<file path="src/rtl/sap_xbus_bridge.sv">
// sap_xbus_bridge: CPU-side single-transfer bridge onto an 8-bit phased pin bus.
// Sends address bytes, then write bytes or (after optional turnaround) samples read bytes.
// Optional build macro: SAP_XBUS_TIMEOUT_EN adds an 8-bit stall timeout that aborts to DONE with cpu_err.
module sap_xbus_bridge #(
  parameter int unsigned ADDR_W   = 16,
  parameter int unsigned DATA_W   = 16,
  parameter int unsigned WAIT_CYC = 0
) (
  input  logic              CLK,
  input  logic              rst,
  input  logic              cpu_req,
  input  logic              cpu_we,
  input  logic [ADDR_W-1:0] cpu_addr,
  input  logic [DATA_W-1:0] cpu_wdata,
  output logic [DATA_W-1:0] cpu_rdata,
  output logic              cpu_busy,
  output logic              cpu_done,
  output logic              cpu_err,
  output logic [7:0]        pad_out,
  output logic [7:0]        pad_oe,
  input  logic [7:0]        pad_in,
  output logic [1:0]        pad_phase,
  output logic              pad_strb,
  input  logic              pad_rdy
);

  localparam int unsigned ABYTES = ADDR_W / 8;
  localparam int unsigned DBYTES = DATA_W / 8;
  localparam int unsigned IDX_W  = 2;
  localparam int unsigned TURN_W = 4;
  localparam int unsigned TO_W   = 8;

  typedef enum logic [2:0] {
    S_IDLE,
    S_ADDR,
    S_WDATA,
    S_TURN,
    S_RDATA,
    S_DONE
  } state_t;

  state_t              state_q, state_d;
  logic [IDX_W-1:0]    idx_q, idx_d;
  logic [TURN_W-1:0]   turn_q, turn_d;
  logic [TO_W-1:0]     to_q, to_d;
  logic                we_q, we_d;
  logic [ADDR_W-1:0]   addr_q, addr_d;
  logic [DATA_W-1:0]   wdata_q, wdata_d;
  logic [DATA_W-1:0]   rbuf_q, rbuf_d;
  logic [DATA_W-1:0]   rdata_q, rdata_d;
  logic                busy_q, busy_d;
  logic                done_q, done_d;
  logic                err_q, err_d;
  logic [7:0]          pad_out_q, pad_out_d;
  logic [7:0]          pad_oe_q, pad_oe_d;
  logic [1:0]          pad_phase_q, pad_phase_d;
  logic                pad_strb_q, pad_strb_d;
  logic                stall;

  // State register and registered outputs, synchronous reset.
  always_ff @(posedge CLK) begin
    if (rst) begin
      state_q     <= S_IDLE;
      idx_q       <= '0;
      turn_q      <= '0;
      to_q        <= '0;
      we_q        <= 1'b0;
      addr_q      <= '0;
      wdata_q     <= '0;
      rbuf_q      <= '0;
      rdata_q     <= '0;
      busy_q      <= 1'b0;
      done_q      <= 1'b0;
      err_q       <= 1'b0;
      pad_out_q   <= '0;
      pad_oe_q    <= '0;
      pad_phase_q <= 2'b00;
      pad_strb_q  <= 1'b0;
    end else begin
      state_q     <= state_d;
      idx_q       <= idx_d;
      turn_q      <= turn_d;
      to_q        <= to_d;
      we_q        <= we_d;
      addr_q      <= addr_d;
      wdata_q     <= wdata_d;
      rbuf_q      <= rbuf_d;
      rdata_q     <= rdata_d;
      busy_q      <= busy_d;
      done_q      <= done_d;
      err_q       <= err_d;
      pad_out_q   <= pad_out_d;
      pad_oe_q    <= pad_oe_d;
      pad_phase_q <= pad_phase_d;
      pad_strb_q  <= pad_strb_d;
    end
  end

  // Next-state: byte sequencing, turnaround count, read capture and stall timeout.
  always_comb begin
    state_d = state_q;
    idx_d   = idx_q;
    turn_d  = turn_q;
    to_d    = to_q;
    we_d    = we_q;
    addr_d  = addr_q;
    wdata_d = wdata_q;
    rbuf_d  = rbuf_q;
    rdata_d = rdata_q;
    err_d   = 1'b0;
    stall   = 1'b0;
    unique case (state_q)
      S_IDLE: begin
        if (cpu_req) begin
          we_d    = cpu_we;
          addr_d  = cpu_addr;
          wdata_d = cpu_wdata;
          idx_d   = '0;
          turn_d  = '0;
          to_d    = '0;
          state_d = S_ADDR;
        end
      end
      S_ADDR: begin
        if (pad_rdy) begin
          to_d = '0;
          if (idx_q == IDX_W'(ABYTES - 1)) begin
            idx_d  = '0;
            turn_d = '0;
            if (we_q) begin
              state_d = S_WDATA;
            end else if (WAIT_CYC == 0) begin
              state_d = S_RDATA;
            end else begin
              state_d = S_TURN;
            end
          end else begin
            idx_d = idx_q + IDX_W'(1);
          end
        end else begin
          stall = 1'b1;
        end
      end
      S_WDATA: begin
        if (pad_rdy) begin
          to_d = '0;
          if (idx_q == IDX_W'(DBYTES - 1)) begin
            idx_d   = '0;
            state_d = S_DONE;
          end else begin
            idx_d = idx_q + IDX_W'(1);
          end
        end else begin
          stall = 1'b1;
        end
      end
      S_TURN: begin
        if (turn_q == TURN_W'(WAIT_CYC - 1)) begin
          turn_d  = '0;
          state_d = S_RDATA;
        end else begin
          turn_d = turn_q + TURN_W'(1);
        end
      end
      S_RDATA: begin
        if (pad_rdy) begin
          to_d = '0;
          rbuf_d[{idx_q, 3'b000} +: 8] = pad_in;
          if (idx_q == IDX_W'(DBYTES - 1)) begin
            idx_d   = '0;
            rdata_d = rbuf_d;
            state_d = S_DONE;
          end else begin
            idx_d = idx_q + IDX_W'(1);
          end
        end else begin
          stall = 1'b1;
        end
      end
      S_DONE: begin
        state_d = S_IDLE;
      end
      default: begin
        state_d = S_IDLE;
      end
    endcase
`ifdef SAP_XBUS_TIMEOUT_EN
    if (stall) begin
      to_d = to_q + TO_W'(1);
      if (to_q == TO_W'(254)) begin
        to_d    = '0;
        idx_d   = '0;
        err_d   = 1'b1;
        state_d = S_DONE;
      end
    end
`endif
  end

`ifndef SAP_XBUS_TIMEOUT_EN
  logic unused_stall;
  assign unused_stall = stall;
`endif

  // Output decode from the upcoming state so pin outputs leave flops.
  always_comb begin
    pad_out_d   = '0;
    pad_oe_d    = '0;
    pad_phase_d = 2'b00;
    pad_strb_d  = 1'b0;
    busy_d      = (state_d != S_IDLE);
    done_d      = (state_d == S_DONE);
    unique case (state_d)
      S_ADDR: begin
        pad_out_d   = 8'(addr_d >> {idx_d, 3'b000});
        pad_oe_d    = 8'hFF;
        pad_phase_d = 2'b01;
        pad_strb_d  = 1'b1;
      end
      S_WDATA: begin
        pad_out_d   = 8'(wdata_d >> {idx_d, 3'b000});
        pad_oe_d    = 8'hFF;
        pad_phase_d = 2'b10;
        pad_strb_d  = 1'b1;
      end
      S_TURN: begin
        pad_phase_d = 2'b11;
      end
      S_RDATA: begin
        pad_phase_d = 2'b11;
        pad_strb_d  = 1'b1;
      end
      default: begin
        pad_phase_d = 2'b00;
      end
    endcase
  end

  assign cpu_rdata = rdata_q;
  assign cpu_busy  = busy_q;
  assign cpu_done  = done_q;
  assign cpu_err   = err_q;
  assign pad_out   = pad_out_q;
  assign pad_oe    = pad_oe_q;
  assign pad_phase = pad_phase_q;
  assign pad_strb  = pad_strb_q;

endmodule

</file>
<file path="config.mk">
export PLATFORM = sky130hd
export DESIGN_NAME = sap_xbus_bridge
export DESIGN_NICKNAME = d
export VERILOG_FILES = /design/src/rtl/sap_xbus_bridge.sv
export SDC_FILE = /design/constraint.sdc
export NUM_CORES = 1
export LEC_CHECK = 0
export BUFFER_PORTS_ARGS = -buffer_cell sky130_fd_sc_hd__buf_4
export CAP_MARGIN = 20
export CORE_UTILIZATION = 45
export CTS_CLUSTER_SIZE = 20
export DETAILED_ROUTE_END_ITERATION = 10
export GPL_TIMING_DRIVEN = 0
export HOLD_SLACK_MARGIN = 0.12
export PLACE_DENSITY = 0.68
export SETUP_SLACK_MARGIN = 0.4
export SYNTH_ARGS = -nofsm -noshare
export SYNTH_HDL_FRONTEND = slang
export SYNTH_SLANG_ARGS = --single-unit
</file>
<file path="constraint.sdc">
create_clock -name CLK -period 2.28 [get_ports CLK]
set_input_delay 0.228 -clock CLK [delete_from_list [all_inputs] [get_ports CLK]]
set_output_delay 0.228 -clock CLK [all_outputs]
set_load 0.1 [all_outputs]
</file>
Word-level counts from Yosys, hierarchy flattened
Cells that the tools add are included.
{"block": "word_totals", "out_inout_bits": 38, "register_bits": 95, "word_cells": 73, "in_bits": 45}
{"block": "classes", "n_shift": 4, "mux": 26, "n_eq_ne": 14, "addsub": 3, "n_reduce_logical": 12}
{"operator": "$mux 16", "n": 4}
{"operator": "$shr 16x5->8", "n": 2}
{"operator": "$mux 3", "n": 7}
{"operator": "$bwmux 16", "n": 1}
{"operator": "$mux 4", "n": 4}
{"operator": "$pmux 8 s2", "n": 1}
{"operator": "$shift 8x7->16 const A", "n": 1}
{"operator": "$shiftx 8x7->16", "n": 1}
{"operator": "$eq 3x2->1 const B", "n": 4}
{"operator": "$pmux 3 s4", "n": 1}
{"operator": "$pmux 4 s3", "n": 1}
{"operator": "$eq 3x3->1 const B", "n": 3}
{"operator": "$mux 8", "n": 1}
{"operator": "$neg 5->7", "n": 1}
{"operator": "$eq 3x1->1 const B", "n": 2}
{"operator": "$mux 2", "n": 3}
{"operator": "$ne 2x2->1 const B", "n": 3}
{"operator": "$pmux 2 s3", "n": 1}
{"operator": "$reduce_bool 3->1", "n": 2}
{"operator": "$reduce_or 2->1", "n": 3}
{"operator": "$reduce_or 3->1", "n": 2}
{"operator": "$add 4x1->4 const B", "n": 1}
{"operator": "$eq 4x4->1 const B", "n": 1}
{"operator": "$pmux 2 s2", "n": 1}
{"operator": "other kinds (7)", "n": 8}

Depth between registers and ports, before layout
Gate-level depths: netlist of run 1.
{"block": "logic_depth", "word_depth": 7, "ltp_mapped": 8, "depth_no_buf": 7}

Worst setup path before layout of run 1
OpenSTA, ideal clock, no wires.
{"block": "synth_timing", "kind": "register to register", "startpoint": "reg idx_q[0]", "endpoint": "reg rdata_q[0] (netlist: cpu_rdata[0])", "path_buffers": 1, "setup_time_ps": 86, "path_stages_with_launch": 7, "setup_slack_ps": 295, "t_arrival_ps": 1899, "required_ps": 2194, "synth_period_minus_slack_ps": 1985, "cell_sequence": "dfxtp_1 > clkbuf_1 > inv_1 > ha_1 > nor3_1 > a21oi_1 > a211oi_1"}
{"block": "synth_via", "elab_chain_len": 3, "word_cells_on_any_way": 6, "classes_between": "1 x add/sub; 1 x eq/ne; 2 x shift; 1 x mux; 1 x reduce/logical"}
{"element": "from (decl)", "line_no": "43", "rtl": "logic [IDX_W-1:0] idx_q, idx_d;"}
{"element": "from (signal assigned)", "line_no": "81", "rtl": "idx_q <= idx_d;"}
{"element": "$neg 5->7", "line_no": "168", "rtl": "rbuf_d[{idx_q, 3'b000} +: 8] = pad_in;"}
{"element": "$shiftx 8x7->16 / $shift 8x7->16 (equally long branches)", "line_no": "168"}
{"element": "$bwmux 16", "line_no": "168"}
{"element": "to (signal assigned)", "line_no": "88", "rtl": "rdata_q <= rdata_d;"}
{"element": "to (decl)", "line_no": "50", "rtl": "logic [DATA_W-1:0] rdata_q, rdata_d;"}
Parallel ways exist; a longest one is shown, timed or not.
A chain may end at the register's enable or synchronous reset.

Worst setup path after layout of run 1
{"block": "layout_timing", "startpoint": "reg state_q[1]", "endpoint": "reg pad_out_q[2] (netlist: pad_out[2])"}
{"block": "layout_via", "elab_chain_len": 5, "word_cells_on_any_way": 22, "classes_between": "6 x eq/ne; 2 x shift; 11 x mux; 3 x reduce/logical"}
{"element": "from (decl)", "line_no": "42", "rtl": "state_t state_q, state_d;"}
{"element": "from (signal assigned)", "line_no": "80", "rtl": "state_q <= state_d;"}
{"element": "$eq 3x3->1, or another cell as far along", "line_no": "112", "rtl": "unique case (state_q)"}
{"element": "$reduce_or 3->1 (no source line), or another cell as far along"}
{"element": "$pmux 2 s2 / $pmux 3 s4 (equally long branches)", "line_no": "112"}
{"element": "$shr 16x5->8, or another cell as far along", "line_no": "221", "rtl": "pad_out_d = 8'(wdata_d >> {idx_d, 3'b000});"}
{"element": "$pmux 8 s2 (*)", "line_no": "213", "rtl": "unique case (state_d)"}
{"element": "to (signal assigned)", "line_no": "92", "rtl": "pad_out_q <= pad_out_d;"}
{"element": "to (decl)", "line_no": "54", "rtl": "logic [7:0] pad_out_q, pad_out_d;"}
Every way passes the cells marked *; elsewhere a longest branch is shown, timed or not.

==> run metrics, run 1 <==
post-synthesis sequential area ratio 42.7%; Arr. time, crit path ~2300 ps; final weighted congestion in routability-driven placement between 0.8 and 0.9; area of the mapped netlist about 3800 um^2; die height 93.3 um; fin crit period 2070 ps; Syn-to-layout area delta 46.1%; Yosys warnings 0; total DRC errors in the routed layout 0; total gr overflow 0; max-slew violation count 0; RSZ-0062 raised after global routing true; most common library cell in the layout ignoring fill and taps buf_4; commonest non-fill, non-tap cells in the layout buf_4, nand2_1, dfxtp_1; total of endpoints with negative setup slack in the final report 0; area used by multi-input combinational logic about 2200 um^2; primary flip-flop cell chosen by synthesis mapping dfxtp_1; fill cell total of the finished layout 592; P per Cell Area ~610 nW/um^2; number of port buffers 80; post-synth cell types between 50 and 60; TritonCTS buffer count 9; setup skew after layout 10.3 ps; type of element capturing the critical path flip-flop; data required time of the worst path between 2000 and 3000 ps; Worst IR Drop VDD roughly 340 uV; worst hold-check slack around 130 ps; CTS tree built; actual slew at the worst max-slew pin a little under 700 ps; number of diodes added for antenna fixing 0; Final period util 90.8%; routed via count divided by cell count 5.57; reported leakage power 2.11 nW; total number of vias 3847; Total Nets Final 635; number of violations reported at the end of detailed-routing iteration 0 209; total die area approximately 8700 um^2; clock slew seen by the registers of the worst setup and hold paths around 90 ps; via count of the first global-routing pass roughly 3600; total routed wirelength about 11000 um; type of the setup path with the least slack reg2reg; number of rows created at floorplan 32; 1st-pass router iterations 5; Post-synth ARST share 0%; Die Width approximately 93 um; Yosys top cell by area dfxtp_1; worst reg-to-reg path cell count 8; count of maximum capacitance violations 0; first-pass GRT wire length approximately 18000 um; WL/cell approximately 16 um; number of enable flip-flop cells after synthesis 0; antenna violations before repair 0; total track usage between 20 and 30%; WHS Path Cells 3; initial standard-cell utilization of the core 47.6%; flop and latch count out of synthesis 80; sequential cell area 1610 um^2; instance count of the mapped netlist ~460; largest net degree at the start of global routing 15; clock latency reported for the late side of the worst-skew pair ~350 ps; top cells by area in the synthesized netlist dfxtp_1, nand2_1, a21oi_1; post-route setup slack 210 ps; Bufs on Longest Clock Path 2; Avg Inst Size Synth just over 8 um^2; H-tree levels 3; final HPWL from detailed placement between 7000 and 8000 um; top-area cell type share of the netlist area approximately 43%; core outline area between 7000 and 8000 um^2; nets in the synthesized netlist around 500; count of endpoints failing hold in the final timing report 0; Max-Slew Margin vs Limit a little over half; I/O pin cnt 83; achievable clock frequency between 400 and 500 MHz; count of clock tree sinks 80; highest fanout seen on the critical path 7; run status finished clean; worst min-delay path class in2reg; cell at the root of the clock tree clkbuf_8; fraction of layout cells with a size suffix above 1 between 30% and 40%; number of nets still failing antenna checks after routing 0; worst setup slack after placement -60.6 ps; startpoint class of the critical path flip-flop
==> critical path, cell delays in order (launching register included) <==
cell	delay [ps]
dfxtp_2	340
buf_6	130
or3b_4	400
a31o_4	250
and3_4	150
buf_8	140
buf_12	140
a211oi_4	280
o32ai_2	120
==> power by group <==
part           internal [W]  switching [W]  total (W)
combinational      0.000328       0.000544   0.000872
sequential          0.00145      0.0000349    0.00149
clock              0.000461       0.000541    0.00100
total               0.00224        0.00112    0.00336
==> flip-flops by register name, summed over array words and instances (netlist names), 2 cells and up <==
register / flops
addr_q: 16
state_q: 3
wdata_q: 16
turn_q: 4
rbuf_q: 8
idx_q: 2
cpu_rdata: 16
pad_out: 8
pad_phase: 2
==> routing by layer <==
metal  GRT usage [%]  up-vias  wire [um]
met4            9.36        0        309
met2            40.1      167       5210
met3            5.04       29        710
li1                -     1840          -
met1            35.9     1811       4910
met5               0        -          0
==> timing repair <==
item | in CTS | in global routing
hold buffers | 11 | 1
pin swaps | 21 | 14
gates cloned | 2 | 0
setup buffers | 13 | 9
endpoints found under the setup margin | 46 | 65
resized for setup | 57 | 77
endpoints found under the hold margin | 11 | 1
==> kinds of logic after synthesis <==
kind of cell,count (synthesis),synth area share [%]
AND/OR/NAND/NOR,165,20.9
AO/OA/AOI/OAI,138,25.1
flip-flops,80,42.7
buffers and inverters,65,8.67
adder cells (fa/ha/maj),6,2.00
other,1,0.0999
XOR/XNOR,1,0.233
multiplexers,1,0.267
==> worst paths after layout <==
kind | startpoint | endpoint | slack [ps]
min | cpu_addr[12] | addr_q[12] | 130
max reg2reg | state_q[1] | pad_out[2] | 210
max | state_q[1] | pad_out[2] | 210
min reg2reg | wdata_q[4] | wdata_q[4] | 460
==> final cells by class <==
cell class                      instances  area share [%]
Tap cell                              102            2.33
Clock buffer                           11            2.76
Multi-Input combinational cell        313            40.5
Timing Repair Buffer                  115            16.7
Buffer                                 44            6.12
Inverter                               21            1.55
Sequential cell                        80            29.3
Clock inverter                          5           0.753
==> synthesized netlist by cell type (all sizes together) (2+ instances only) <==
| master | count |
|---|---|
| a211oi | 34 |
| a21boi | 2 |
| a21o | 2 |
| a21oi | 53 |
| a22oi | 2 |
| a31o | 3 |
| a31oi | 17 |
| and2 | 3 |
| buf | 24 |
| clkbuf | 20 |
| dfxtp | 80 |
| ha | 6 |
| inv | 21 |
| nand2 | 88 |
| nand2b | 3 |
| nand3 | 8 |
| nand4b | 4 |
| nor2 | 30 |
| nor2b | 11 |
| nor3 | 3 |
| nor3b | 2 |
| nor4b | 2 |
| o21ai | 11 |
| o32ai | 8 |
| or3b | 2 |
==> through the flow <==
step / power (W) / instances / TNS [ps] / area (um^2) / utilization, %
final: 0.00336 / 691 / 0 / 5480 / 69.5
after global routing: 0.00349 / 691 / 0 / 5480 / 69.5
after CTS: 0.00330 / 681 / 0 / 5190 / 65.8
after detailed placement: 0.00221 / 639 / -144 / 4500 / 57.1
after global placement: 0.00219 / 639 / 0 / 4500 / 57.1
after floorplan: 0.00201 / 457 / 0 / 3780 / -
No activity file was read; power rests on OpenSTA's default activity.
==> run 2: changes to the inputs <==
--- a/config.mk
+++ b/config.mk
@@ -10,7 +10,6 @@
 export CORE_UTILIZATION = 45
 export CTS_CLUSTER_SIZE = 20
 export DETAILED_ROUTE_END_ITERATION = 10
-export GPL_TIMING_DRIVEN = 0
 export HOLD_SLACK_MARGIN = 0.12
 export PLACE_DENSITY = 0.68
 export SETUP_SLACK_MARGIN = 0.4
==> run metrics, run 2 (same netlist as run 1, synthesis figures left out) <==
total number of vias 3555 (-7.6%); count of endpoints failing hold in the final timing report 0 (unchanged); share of power burned in registers 43.9% (-0.4 points); Worst IR Drop VDD 339 uV (-1.7%); count of clock tree sinks 80 (unchanged); non-filler instance count after layout 657 (-4.9%); Final period util 83.5% (-7.2 points); fin crit period 1900 ps (-165 ps); I/O pin cnt 83 (unchanged); first-pass GRT wire length 15600 um (-12%); critical path launch point state_q[1]; H-tree levels 3 (unchanged); highest fanout seen on the critical path 17 (+10); commonest non-fill, non-tap cells in the layout buf_4, nand2_1, dfxtp_1; final HPWL from detailed placement 6280 um (-15%); Internal Pwr Total 0.00236 W (+5.3%); setup skew after layout 13.1 ps (+2.76 ps); total of endpoints with negative setup slack in the final report 0 (unchanged); total routed wirelength 10000 um (-10%); number of rows created at floorplan 32 (unchanged); achievable clock frequency 525 MHz (+8.7%); max-slew violation count 0 (unchanged); Max-Slew Margin vs Limit 51.6% (-3.0 points); CTS tree built; cell at the root of the clock tree clkbuf_8; # placed instances 611 (-4.4%); logic gate share of total power 22.5% (-3.4 points); data required time of the worst path 2530 ps (about the same); total die area 8710 um^2 (unchanged); largest net degree at the start of global routing 72 (+57); number of nets still failing antenna checks after routing 0 (unchanged); final weighted congestion in routability-driven placement 0.848 (+0.98%); number of violations reported at the end of detailed-routing iteration 0 180 (-14%); Die Width 93.3 um (unchanged); type of the setup path with the least slack reg2reg; clock latency reported for the late side of the worst-skew pair 350 ps (about the same); TritonCTS buffer count 9 (unchanged); Total Nets Final 602 (-5.2%); total gr overflow 0 (unchanged); reported net switching power 0.00104 W (-7.1%); number of diodes added for antenna fixing 0 (unchanged); Syn-to-layout area delta 37.5%; P per Cell Area 659 nW/um^2 (+7.5%); Hold Crit Start cpu_wdata[13]; Bufs on Longest Clock Path 2 (unchanged); worst min-delay path class in2reg; run status finished clean; initial standard-cell utilization of the core 47.6% (unchanged); die height 93.3 um (unchanged); total track usage 22.7% (-3.2 points); clock power share 33.6% (+3.8 points); RSZ-0062 raised after global routing true; WL/cell 15.2 um (-5.6%); total DRC errors in the routed layout 0 (unchanged); fraction of layout cells with a size suffix above 1 36.0% (-0.81 points); type of element capturing the critical path flip-flop; startpoint class of the critical path flip-flop; via count of the first global-routing pass 3260 (-8.8%); most common library cell in the layout ignoring fill and taps buf_4; worst r2r src state_q[1]; Setup Total Neg Slack 0 ps (unchanged); actual slew at the worst max-slew pin 726 ps (+45.1 ps); switching part of the total power 30.6% (-2.7 points); 1st-pass router iterations 4 (-1); Arr. time, crit path 2160 ps (-150 ps); core outline area 7890 um^2 (unchanged); antenna violations before repair 0 (unchanged); reported leakage power 1.99 nW (-5.5%); clock slew seen by the registers of the worst setup and hold paths 80 ps (about the same); number of port buffers 81 (+1.3%); count of maximum capacitance violations 0 (unchanged); routed via count divided by cell count 5.41 (-2.8%)
## run 2: repair_timing
item / CTS / global route
cloned: 2 / 0
setup buffers: 7 / 13
endpoints found under the hold margin: 9 / 0
resized for setup: 40 / 34
setup endpoints to repair: 59 / 36
pin swaps: 5 / 12
hold buffers: 9 / 0
## run 2: final timing paths
path | end | slack, ps | cells past startpoint
worst min register to register | wdata_q[7] | 460 | 2
worst max register to register | pad_out[1] | 380 | 5
worst min-delay path | wdata_q[13] | 130 | 3
worst max-delay path | pad_out[1] | 380 | 5
## run 2: power by group through the flow
stage | Combinational [W] | Clock, W | Sequential, W
finish | 0.000764 | 0.00114 | 0.00149
global route | 0.000809 | 0.00123 | 0.00150
CTS | 0.000704 | 0.00117 | 0.00149
detailed placement | 0.000641 | 0 | 0.00153
global placement | 0.000634 | 0 | 0.00153
floorplan | 0.000381 | 0 | 0.00163
## run 2: area by class of cell
class | instances | area [um^2]
Fill cell | 628 | 2730
Multi-Input combinational cell | 314 | 2140
Sequential cell | 80 | 1620
Timing Repair Buffer | 125 | 980
Clock buffer | 10 | 138
Tap cell | 102 | 128
Clock inverter | 5 | 81.3
Inverter | 21 | 78.8
## run 2: stage by stage
step / total power (W) / utilization (%) / hold WS [ps] / setup WS [ps] / instance area, um^2
finish: 0.00340 / 65.4 / 127 / 375 / 5160
global route: 0.00354 / 65.4 / 125 / 317 / 5160
CTS: 0.00337 / 62.6 / 120 / 406 / 4940
detailed placement: 0.00217 / 55.5 / 449 / 12.3 / 4380
global placement: 0.00216 / 55.5 / 443 / 130 / 4380
floorplan: 0.00201 / - / 364 / 378 / 3780
## run 2: layer usage
metal  part of all wire, %  up-vias  GRT usage, %
li1                      -     1777             -
met4                   1.7        0          8.59
met1                    46     1645          30.9
met3                   5.3       18          4.39
met2                    47      115          35.5
met5                     0        -             0
## run 2: worst max-delay path, stage by stage, from the launching register on
cell	delay, ps
dfxtp_4	410
or3b_1	380
a31o_4	290
a211oi_4	350
o21ai_1	160
o32ai_2	230
==> run 3: changes to the inputs <==
--- a/config.mk
+++ b/config.mk
@@ -5,13 +5,14 @@
 export SDC_FILE = /design/constraint.sdc
 export NUM_CORES = 1
 export LEC_CHECK = 0
+export ABC_AREA = 1
 export BUFFER_PORTS_ARGS = -buffer_cell sky130_fd_sc_hd__buf_4
 export CAP_MARGIN = 20
 export CORE_UTILIZATION = 45
 export CTS_CLUSTER_SIZE = 20
 export DETAILED_ROUTE_END_ITERATION = 10
 export HOLD_SLACK_MARGIN = 0.12
-export PLACE_DENSITY = 0.68
+export PLACE_DENSITY = 0.71
 export SETUP_SLACK_MARGIN = 0.4
 export SYNTH_ARGS = -nofsm -noshare
 export SYNTH_HDL_FRONTEND = slang
==> constraint.sdc (replaced) <==
create_clock -name CLK -period 1.65 [get_ports CLK]
set_input_delay 0.165 -clock CLK [delete_from_list [all_inputs] [get_ports CLK]]
set_output_delay 0.165 -clock CLK [all_outputs]
set_load 0.1 [all_outputs]
==> run metrics, run 3 <==
core outline area 7770 um^2 (-1.5%); count of clock tree sinks 80 (unchanged); fraction of layout cells with a size suffix above 1 50.7% (+15 points); total met2 wirelength after detailed routing 5660 um (+21%); final HPWL from detailed placement 5980 um (-4.9%); Post-synth ARST share 0% (unchanged); clock latency reported for the late side of the worst-skew pair 350 ps (about the same); area of the mapped netlist 3640 um^2 (-3.0%); fraction of synthesized cell area in xor and xnor cells 0.722% (+0.49 points); top sig layer met4; initial standard-cell utilization of the core 46.8% (-0.73 points); cell occurring most often along the worst timing path nand3_4; reported leakage power 2.47 nW (+24%); most used standard cells in the synthesized netlist dfxtp_1, nand2_1, nor2_1, o21ai_0, nand3_1; clock slew seen by the registers of the worst setup and hold paths 90 ps (about the same); routed length on met1 4790 um (+3.6%); primary flip-flop cell chosen by synthesis mapping dfxtp_1; number of violations reported at the end of detailed-routing iteration 0 213 (+18%); violations in the final reports negative setup slack; Syn-to-layout area delta 60.5%; Yosys warnings 0 (unchanged); CP peak stage delay 370 ps (-40 ps); share of synthesized cell area in full adder, half adder and majority cells 2.06% (+0.063 points); met3 routed WL 700 um (+31%); Worst IR Drop VDD 584 uV (+72%); Avg Inst Size Synth 7.64 um^2 (-6.9%); largest family of logic cells by synthesized area simple AND/OR/NAND/NOR gates; number of nets still failing antenna checks after routing 0 (unchanged); largest net degree at the start of global routing 26 (-64%); top cells by area in the synthesized netlist dfxtp_1, nand2_1, o21ai_0; max-slew violation count 0 (unchanged); first-pass GRT wire length 16600 um (+6.3%); area fraction in and, or, nand and nor cells after synthesis 26.8% (+5.9 points); Yosys top cell by area dfxtp_1; routed via count divided by cell count 5.36 (-0.87%); standard cell with the maximum stage delay on the critical path dfxtp_4; total number of vias 3787 (+6.5%); final weighted congestion in routability-driven placement 0.873 (+2.9%); P per Cell Area 858 nW/um^2 (+30%); I/O pin cnt 83 (unchanged); run status finished with violations; total die area 8450 um^2 (-3.0%); total of endpoints with negative setup slack in the final report 8 (+8); instance count of the mapped netlist 476 (+4.2%); fin crit period 1690 ps (-219 ps); number of rows created at floorplan 32 (unchanged); setup skew after layout 12.3 ps (-0.762 ps); commonest non-fill, non-tap cells in the layout buf_4, dfxtp_1, nand2_1; total routed wirelength 11400 um (+14%); count of maximum capacitance violations 0 (unchanged); data required time of the worst path 1940 ps (-590 ps); TritonCTS buffer count 9 (unchanged); mux contribution to synthesized area 0% (-0.27 points); Bufs on Longest Clock Path 2 (unchanged); Arr. time, crit path 1980 ps (-180 ps); cell at the root of the clock tree clkbuf_8; highest fanout seen on the critical path 8 (-9); Final period util 102% (+19 points); antenna violations before repair 0 (unchanged); number of enable flip-flop cells after synthesis 0 (unchanged); startpoint class of the critical path flip-flop; nets in the synthesized netlist 527 (+3.7%); Die Width 91.9 um (-1.5%); via count of the first global-routing pass 3423 (+5.0%); largest delay contributor family on the critical path simple AND/OR/NAND/NOR gates; die height 91.9 um (-1.5%); H-tree levels 3 (unchanged); total gr overflow 0 (unchanged); type of the setup path with the least slack reg2reg; count leader, synth dfxtp_1; type of element capturing the critical path flip-flop; Total Nets Final 650 (+8.0%); compound-cell area share of the yosys netlist 16.9% (-8.3 points); flop and latch count out of synthesis 80 (unchanged); Setup Total Neg Slack -224 ps (-224 ps); total DRC errors in the routed layout 0 (unchanged); RSZ-0062 raised after global routing true; post-route setup slack -35.6 ps (-411 ps); achievable clock frequency 593 MHz (+13%); most common library cell in the layout ignoring fill and taps buf_4; CTS tree built; worst min-delay path class in2reg; post-synthesis sequential area ratio 44.0% (+1.3 points); number of port buffers 81 (unchanged); 1st-pass router iterations 5 (+1); worst hold-check slack 136 ps (+8.81 ps); WL/cell 16.1 um (+5.9%); top-area cell type share of the netlist area 44.0% (+1.3 points); crit-path cells ha_4 -> nand3_4 -> nand2_4 -> buf_6 -> nand3_4 -> nor2_4 -> buf_6 -> nand2_8 -> nand2_4 -> nand3_4 -> a21oi_1; buffers plus inverters on the worst setup path 2 (+2); total track usage 24.6% (+1.9 points); post-synth cell types 33 (-35%); number of diodes added for antenna fixing 0 (unchanged); count of endpoints failing hold in the final timing report 0 (unchanged)
## run 3: cell types whose count changed after synthesis, moves of 16 or more
cell / previous run / this run
o21ai_0: 11 / 48
nand3_1: 8 / 39
nor2_1: 30 / 59
a21oi_1: 53 / 27
nand2_1: 88 / 69
a211oi_1: 24 / 8
or2_2: 0 / 16
## run 3: final cells by class
| type | count | area, um^2 |
|---|---|---|
| multi-input combinational | 323 | 2350 |
| fill | 536 | 1930 |
| sequential | 80 | 1630 |
| timing repair buffer | 144 | 1340 |
| inverter | 41 | 191 |
| clock buffer | 11 | 163 |
| tap | 102 | 128 |
| clock inverter | 5 | 42.5 |
## run 3: cells by family (layout without fill, tap and decap cells)
group	count (synthesis)	in the layout
xor gates and xnor gates	3	3
and+or+nand+nor	207	209
buffers and inverters	75	201
AOI/OAI and AO/OA	104	104
DFF	80	80
adders and majority gates	6	6
other	1	1
## run 3: repair_timing
action                                  in CTS  in global routing
endpoints found under the setup margin      79                 80
buffers inserted                            23                  6
pin swaps                                   46                 27
hold endpoints to repair                    10                  0
cloned                                       5                  2
resized for setup                          104                 67
hold buffers                                13                  0
## run 3: worst paths after layout
check | from | end | slack, ps | cells past startpoint
max reg2reg | turn_q[0] | pad_out[4] | -40 | 11
min | cpu_addr[3] | addr_q[3] | 140 | 4
min reg2reg | rbuf_q[2] | rbuf_q[2] | 480 | 2
max | turn_q[0] | pad_out[4] | -40 | 11
## run 3: where the power goes
group,internal [W],switching (W),total (W)
Clock,0.000702,0.000780,0.00148
Combinational,0.000523,0.000916,0.00144
Sequential,0.00204,0.0000533,0.00209
## run 3: worst min-delay path, delay by kind of cell
kind                   cells  cell delay [ps]
AND/OR/NAND/NOR            2              170
AO/OA/AOI/OAI              1               50
buffers and inverters      1               80
## run 3: layer usage
metal  vias to the layer above  GRT usage [%]
li1                       1810              -
met1                      1803           32.5
met2                       150           40.5
met3                        24           3.73
met4                         0           9.51
met5                         -              0
## run 3: stage by stage
step	util (%)	area [um^2]	std cells	worst slack (ps)	power (W)
after floorplan	-	3820	476	181	0.00295
after global placement	58.2	4520	641	36.4	0.00319
after detailed placement	58.2	4520	641	-22.9	0.00321
after CTS	71.1	5520	698	44.5	0.00489
after global routing	75.2	5840	706	-131	0.00520
final	75.2	5840	706	-35.6	0.00501
